## src/rtl/hz_pkg.sv

```systemverilog
// Shared encodings for the hazard/control unit: EX operand forwarding selects
// and next-PC source selects.
package hz_pkg;

  typedef enum logic [1:0] {
    FWD_RF     = 2'b00,
    FWD_EXALU  = 2'b01,
    FWD_MEMALU = 2'b10,
    FWD_MEMLD  = 2'b11
  } fwd_sel_e;

  typedef enum logic [1:0] {
    PC_SEQ = 2'b00,
    PC_BR  = 2'b01,
    PC_JR  = 2'b10,
    PC_J   = 2'b11
  } pc_sel_e;

endpackage

```

## src/rtl/hz_scoreboard.sv

```systemverilog
// Per-register countdown scoreboard: a non-zero count means the register's
// value is not yet readable from the register file.
module hz_scoreboard #(
  parameter int NREG  = 32,
  parameter int RW    = 5,
  parameter int CNT_W = 4
) (
  input  logic             clk,
  input  logic             rst,
  input  logic             set_en,
  input  logic [RW-1:0]    set_idx,
  input  logic [CNT_W-1:0] set_val,
  input  logic [RW-1:0]    rs_idx,
  input  logic [RW-1:0]    rt_idx,
  input  logic [RW-1:0]    rd_idx,
  output logic [CNT_W-1:0] rs_cnt,
  output logic [CNT_W-1:0] rt_cnt,
  output logic [CNT_W-1:0] rd_cnt
);

  logic [CNT_W-1:0] cnt [NREG];

  // Register 0 is hard-wired zero and is never tracked; a set to the same
  // register in the cycle it would decrement takes priority.
  always_ff @(posedge clk) begin
    if (rst) begin
      for (int r = 0; r < NREG; r++) cnt[r] <= '0;
    end else begin
      for (int r = 0; r < NREG; r++) begin
        if (r == 0) begin
          cnt[r] <= '0;
        end else if (set_en && (set_idx == RW'(r))) begin
          cnt[r] <= set_val;
        end else if (cnt[r] != '0) begin
          cnt[r] <= cnt[r] - 1'b1;
        end
      end
    end
  end

  assign rs_cnt = cnt[rs_idx];
  assign rt_cnt = cnt[rt_idx];
  assign rd_cnt = cnt[rd_idx];

endmodule

```

## src/rtl/hazard_ctrl_sb.sv

```systemverilog
// Pipeline hazard/control unit beside ID: scoreboard-based stall, mul/div
// structural interlock, EX forwarding selects, PC redirect/flush and stall count.
module hazard_ctrl_sb
  import hz_pkg::*;
#(
  parameter int NREG     = 32,
  parameter int RW       = 5,
  parameter int LOAD_LAT = 1,
  parameter int MD_LAT   = 8,
  parameter int CNT_W    = 4,
  parameter int PERF_W   = 32
) (
  input  logic              clk,
  input  logic              rst,
  input  logic              id_valid,
  input  logic [RW-1:0]     id_rs,
  input  logic [RW-1:0]     id_rt,
  input  logic              id_use_rs,
  input  logic              id_use_rt,
  input  logic              id_wreg,
  input  logic [RW-1:0]     id_rd,
  input  logic              id_is_load,
  input  logic              id_is_md,
  input  logic [1:0]        id_pcsel_req,
  input  logic              ex_wreg,
  input  logic              ex_m2reg,
  input  logic [RW-1:0]     ex_rn,
  input  logic              mem_wreg,
  input  logic              mem_m2reg,
  input  logic [RW-1:0]     mem_rn,
  output logic              stall,
  output logic              pc_we,
  output logic              ifid_we,
  output logic [1:0]        pcsel,
  output logic              flush_if,
  output logic [1:0]        fwda,
  output logic [1:0]        fwdb,
  output logic [PERF_W-1:0] stall_cycles
);

  logic [CNT_W-1:0] rs_cnt, rt_cnt, rd_cnt;
  logic [CNT_W-1:0] set_val;
  logic [CNT_W-1:0] md_busy;
  logic             set_en;
  logic             issue;
  logic             raw_rs, raw_rt, waw, md_struct;

  hz_scoreboard #(
    .NREG  (NREG),
    .RW    (RW),
    .CNT_W (CNT_W)
  ) u_sb (
    .clk     (clk),
    .rst     (rst),
    .set_en  (set_en),
    .set_idx (id_rd),
    .set_val (set_val),
    .rs_idx  (id_rs),
    .rt_idx  (id_rt),
    .rd_idx  (id_rd),
    .rs_cnt  (rs_cnt),
    .rt_cnt  (rt_cnt),
    .rd_cnt  (rd_cnt)
  );

  assign raw_rs    = id_use_rs & (id_rs != '0) & (rs_cnt != '0);
  assign raw_rt    = id_use_rt & (id_rt != '0) & (rt_cnt != '0);
  assign waw       = id_wreg & (id_rd != '0) & (rd_cnt != '0);
  assign md_struct = id_is_md & (md_busy != '0);

  assign stall   = id_valid & (raw_rs | raw_rt | waw | md_struct);
  assign issue   = id_valid & ~stall;
  assign pc_we   = ~stall;
  assign ifid_we = ~stall;

  // Plain ALU results are forwarded, so their destinations need no countdown.
  assign set_en  = issue & id_wreg & (id_rd != '0);
  assign set_val = id_is_load ? CNT_W'(LOAD_LAT) :
                   id_is_md   ? CNT_W'(MD_LAT)   : '0;

  always_ff @(posedge clk) begin
    if (rst) begin
      md_busy <= '0;
    end else if (issue && id_is_md) begin
      md_busy <= CNT_W'(MD_LAT);
    end else if (md_busy != '0) begin
      md_busy <= md_busy - 1'b1;
    end
  end

  always_ff @(posedge clk) begin
    if (rst) begin
      stall_cycles <= '0;
    end else if (stall && (stall_cycles != '1)) begin
      stall_cycles <= stall_cycles + 1'b1;
    end
  end

  // The younger producer in EX wins over MEM; a load still in EX has no data yet.
  function automatic logic [1:0] fwd_select(input logic [RW-1:0] src);
    logic ex_hit, mem_hit;
    ex_hit  = ex_wreg & (ex_rn != '0) & (ex_rn == src);
    mem_hit = mem_wreg & (mem_rn != '0) & (mem_rn == src);
    if (ex_hit && !ex_m2reg)        return FWD_EXALU;
    else if (mem_hit && !mem_m2reg) return FWD_MEMALU;
    else if (mem_hit && mem_m2reg)  return FWD_MEMLD;
    else                            return FWD_RF;
  endfunction

  assign fwda = fwd_select(id_rs);
  assign fwdb = fwd_select(id_rt);

  // A stalled control-transfer must neither redirect nor squash IF.
  assign pcsel    = issue ? id_pcsel_req : PC_SEQ;
  assign flush_if = issue & (id_pcsel_req != PC_SEQ);

endmodule

```

## config.mk

```make
export PLATFORM = sky130hd
export DESIGN_NAME = hazard_ctrl_sb
export DESIGN_NICKNAME = d
export VERILOG_FILES = /design/src/rtl/hz_pkg.sv /design/src/rtl/hz_scoreboard.sv /design/src/rtl/hazard_ctrl_sb.sv
export SDC_FILE = /design/constraint.sdc
export NUM_CORES = 1
export LEC_CHECK = 0
export ABC_AREA = 1
export CORE_MARGIN = 2
export CORE_UTILIZATION = 27
export CTS_BUF_LIST = sky130_fd_sc_hd__clkbuf_8
export DETAILED_ROUTE_END_ITERATION = 12
export HOLD_SLACK_MARGIN = 0.06
export PLACE_DENSITY_LB_ADDON = 0.15
export SLEW_MARGIN = 20
export SYNTH_ARGS = -nofsm -noshare
export SYNTH_HDL_FRONTEND = slang
export SYNTH_SLANG_ARGS = --single-unit
```

## constraint.sdc

```tcl
create_clock -name clk -period 3.5 [get_ports clk]
set_input_delay 0.525 -clock clk [delete_from_list [all_inputs] [get_ports clk]]
set_output_delay 0.525 -clock clk [all_outputs]
set_load 0.03 [all_outputs]
```

Word-level counts from Yosys, hierarchy flattened
Memories as Yosys holds them, arrays and structs flattened. Cells that the tools add are included.

$add $sub $neg: 33. Reductions and logical operators: 84. Eq/ne operators: 36. Bitwise gates (word level): 85. Muxes and demuxes: 294.

Operator list (count): $mux 4 (67); $mux 1 (220); $reduce_bool 4->1 (35); $sub 4x1->4 const B (32); $eq 5x5->1 const B (16); $or 1x1->1 (66); $eq 5x4->1 const B (8); $logic_and 1x1->1 (39); $add 32x1->32 const B (1); $ne 32x32->1 const B (1); $reduce_bool 5->1 (5); $eq 5x3->1 const B (4); $eq 5x5->1 (4); $and 1x1->1 (18); $mux 2 (7); $eq 5x2->1 const B (2); $eq 5x1->1 const B (1); $reduce_bool 2->1 (2); $logic_not 1->1 (2); $reduce_or 2->1 (1); $not 1->1 (1).

Memory bits (writable): 128. Output and inout bits: 42. Logic and storage cells: 536. Memories kept: 1. Flip-flop bits (word level): 36.

Memory list: u_sb.cnt (words 32, bits a word 4, rd ports 34, clocked after Yosys merged registers in 0, wr ports 32, line hz_scoreboard.sv:21) `logic [CNT_W-1:0] cnt [NREG];`.

Longest topological paths before layout
Depth after elaboration: 17. Mapped depth: 21. Gate-level depth less buffers: 19.

Hierarchy
Synthesis repeated with hierarchy kept, for this count alone.

Cell total of the unflattened synthesis: 2222. Area, all modules: 14308.7 µm².

Modules (own cells, without submodules): hz_scoreboard (cells an instance 1732, seq. area each 3723.6 µm², times used 1, area each 11363.4 µm²); hazard_ctrl_sb (cells an instance 490, seq. area each 720.7 µm², times used 1, area each 2945.3 µm²).

Worst setup path before layout
Ideal clock, no wire load.

Kind: input port to output port. From: input id_rt[0]. To: output pc_we. Arrival time: 2.427 ns. Stages on the path: 16. Path buffers: 3. Slack: 0.548 ns. Cells stage by stage: buf_4 -> inv_2 -> nor2_2 -> inv_2 -> o21ai_0 -> nor2_1 -> nand2_1 -> nand3_1 -> nand2_1 -> nand3_1 -> nand3_4 -> nor2_8 -> nor2_4 -> buf_4 -> inv_1 -> buf_4.

Longest elaborated chain between the ends: 8.

RTL lines: start: declaration (line hazard_ctrl_sb.sv:17) `input logic [RW-1:0] id_rt,`; $mem_v2 32x4 or $reduce_bool 5->1 (tied branches); $reduce_bool 4->1 or $and 1x1->1 (tied branches) (line hazard_ctrl_sb.sv:67) `assign raw_rt = id_use_rt & (id_rt != '0) & (rt_cnt != '0);`; $and 1x1->1 (*) (line hazard_ctrl_sb.sv:67); $or 1x1->1 (*) (3 in a row) (line hazard_ctrl_sb.sv:71) `assign stall = id_valid & (raw_rs | raw_rt | waw | md_struct);`; $and 1x1->1 (*) (line hazard_ctrl_sb.sv:71); named net stall (line hazard_ctrl_sb.sv:31) `output logic stall,`; $not 1->1 (*); end: declaration (line hazard_ctrl_sb.sv:32) `output logic pc_we,`.

Mark *: on every way through the listed nets, which the timed path passes. The rest lies on a longest branch.

==> summary.txt <==
status = finished, final reports clean
largest cells by area after synthesis = edfxtp_1, nand2_1, nor2_1
Hold Slack = 0.484 ns
chip width = 216 µm
peak supply drop = 0.000297 V
sw power = 3.83 mW
Yosys top cell by area = edfxtp_1
Final HPWL DP = 30600 µm
CP Capture Type = output pin
setup TNS = 0 ns
DIE AREA = 46900 µm²
R2R setup slack = 0.60 ns
Slowest-stage cell, CP = edfxtp_1
share of layout cells above drive strength 1 = 0.141
Mean Syn Cell Area = 7.03 µm²
Post-Synth Simple-Gate Area = 0.409
Post-route DRC = 0
Routed WL per cell = 16.1 µm
count of cell types in the netlist = 45
Routed Antenna Nets = 0
EDFF count, synth = 124
H-tree level count = 4
xor/xnor cell area share of the yosys netlist = 0.0438
Post-Synthesis Cells = 1734
R2R depth = 15
# nets final = 1947
post-placement cell count = 2442
Sw Ratio = 0.437
Int Power = 4.93 mW
Slew Viols, Final = 0
CTS root buf = clkbuf_8
power per cell area = 592 nW/µm²
syn nets = 1807
Vias = 11800
critical path depth in cells = 14
CTS buffer count = 17
CP max stage delay = 0.45 ns
die extent in y = 216 µm
gr usage total = 0.174
Rows = 77
Max FO, Critical Path = 5
Tot Pwr = 8.76 mW
Yosys reg bits = 160
antenna cells = 0
share of the synthesized area in the top cell type = 0.306
vias in the first global route = 11400
period utilisation layout = 0.942
core footprint = 44400 µm²
synthesized cell area = 12200 µm²
Hold Path Class = flip-flop to flip-flop
DRT Pass-1 Iters = 6
largest net degree at the start of global routing = 84
CP Launch Type = flip-flop
CTS tree = done
crit-path cells = nor2_2 > nand2_1 > a21oi_1 > nand3_1 > nand3_1 > nand3_1 > nand3_2 > nand3_4 > nor2_8 > buf_12 > nor2_4 > buf_12 > inv_1 > buf_4
GRT Residual Overflow = 0
first-pass GRT wire length = 63000 µm
Filler cells = 4754
clock slew at reported path FFs = 0.09 ns
Buffers on Ports = 80
area grow syn2layout = 21.4%
worst setup path startpoint = u_sb.cnt[25][0]
hold path startpoint = md_busy[0]
LEAKAGE = 6.42 nW
clock tree buffer depth = 2
worst slew pin tran = 0.970 ns
Initial Util = 0.274
Seq pwr share = 0.380
Clk network pwr share = 0.167
fmax = 303 MHz
most common flop cell mapped by yosys = edfxtp_1
non-filler cells, final = 2479
mux cell area share after synthesis = 0
Synth top cells by count = nand2_1, nor2_1, inv_1
largest family of logic cells by synthesized area = simple AND/OR/NAND/NOR gates
Worst Path Arrival = 2.77 ns
adder-cell area share of the yosys netlist = 0.0349
Synth Area in Compound Gates = 0.0631
WHS Path Cells = 2
crit path time final = 3.30 ns
Comb power frac = 0.452
final std cell area, no fill = 14800 µm²
Via density = 4.76
Top Family by Delay on Critical Path = simple AND/OR/NAND/NOR gates
Worst R2R Start = u_sb.cnt[25][0]
CTS sink cnt = 160
MaxCap Viol Count = 0
Final Wtd Congestion = 0.866
YS warnings = 0
Ports = 81
final hold violations = 0
most common cell in the netlist = nand2_1
ys async rst share = 0
Clock Skew = 0.0138 ns
Worst-Skew Late Latency = 0.56 ns
WL final = 40000 µm
initial antenna violation count = 1
Placed Instance Area = 14200 µm²
RSZ-0062 raised after global routing = false
initial drt markers = 838
crit-path most repeated cell = nand3_1
relative slew slack = 0.353
Worst Path Buf+Inv = 4
Crit Path Category = flip-flop to output pin
CP Data Required Time = 2.97 ns
post-cts hold buffer count = 0
final setup vio count = 0
Seq/Total Area, Yosys = 0.365
-- metrics by stage --
| step | utilization | setup WS, ns |
|---|---|---|
| floorplan | - | 0.548 |
| global placement | 0.320 | -0.166 |
| detailed placement | 0.320 | -0.139 |
| CTS | 0.330 | -0.0154 |
| global route | 0.333 | 0.00489 |
| finish | 0.333 | 0.202 |
-- worst min-delay path, cell delays in order (launching register included) --
cell,delay (ns)
dfxtp_1,0.32
nand3_1,0.07
a21oi_1,0.05
-- final cells by class --
cell class / count / area, µm² / share of cell area
inverters: 188 / 708 / 0.0479
clock buffers: 18 / 248 / 0.0167
multi-input cells: 1324 / 6850 / 0.463
well taps: 592 / 741 / 0.0501
repair buffers: 183 / 1670 / 0.113
flip-flops and latches: 160 / 4440 / 0.300
clock inverters: 14 / 141 / 0.00955
-- layout by cell type, fill, tap and decap left out, drive strengths merged, types with 56 or more instances in the layout --
master	count
a21oi	97
buf	111
clkdlybuf4s50	65
edfxtp	124
inv	190
nand2	430
nand3	168
nand4	73
nor2	310
xor2	56
-- routing by layer --
layer / vias up / GRT usage / routed length [µm]
met5: - / 0 / 0
met4: 0 / 0.0500 / 707
met3: 39 / 0.0358 / 1870
met2: 251 / 0.276 / 18000
met1: 5494 / 0.239 / 19500
li1: 6015 / - / -
-- flip-flops by register name, summed over array words and instances (netlist names) --
register,flops
u_sb.cnt,124
stall_cycles,32
md_busy,4
-- worst paths after layout --
| kind | to |
|---|---|
| worst max-delay path | ifid_we |
| worst min-delay path | md_busy[0] |
| worst max register to register | u_sb.cnt[13][2] |
| worst min register to register | md_busy[0] |
-- cell families after synthesis --
kind of cell,Yosys count
flops,160
xor+xnor,61
simple gates,1083
compound gates,146
fa+ha+maj,34
buf+inv,250
-- power groups by stage --
stage	logic (mW)	clock network, mW	registers, mW
6_report	3.96	1.47	3.33
5_1_grt	4.53	1.59	3.41
4_1_cts	3.90	1.54	3.31
3_5_place_dp	3.86	0	3.35
3_3_place_gp	3.84	0	3.34
2_1_floorplan	2.71	0	3.20
-- what timing repair did --
item	4_1_cts	5_1_grt
pin swaps	0	3
setup endpoints to repair	6	7
gates resized for setup	13	35
setup buffers	0	5
Note: power is estimated with default switching activity, not from simulation.
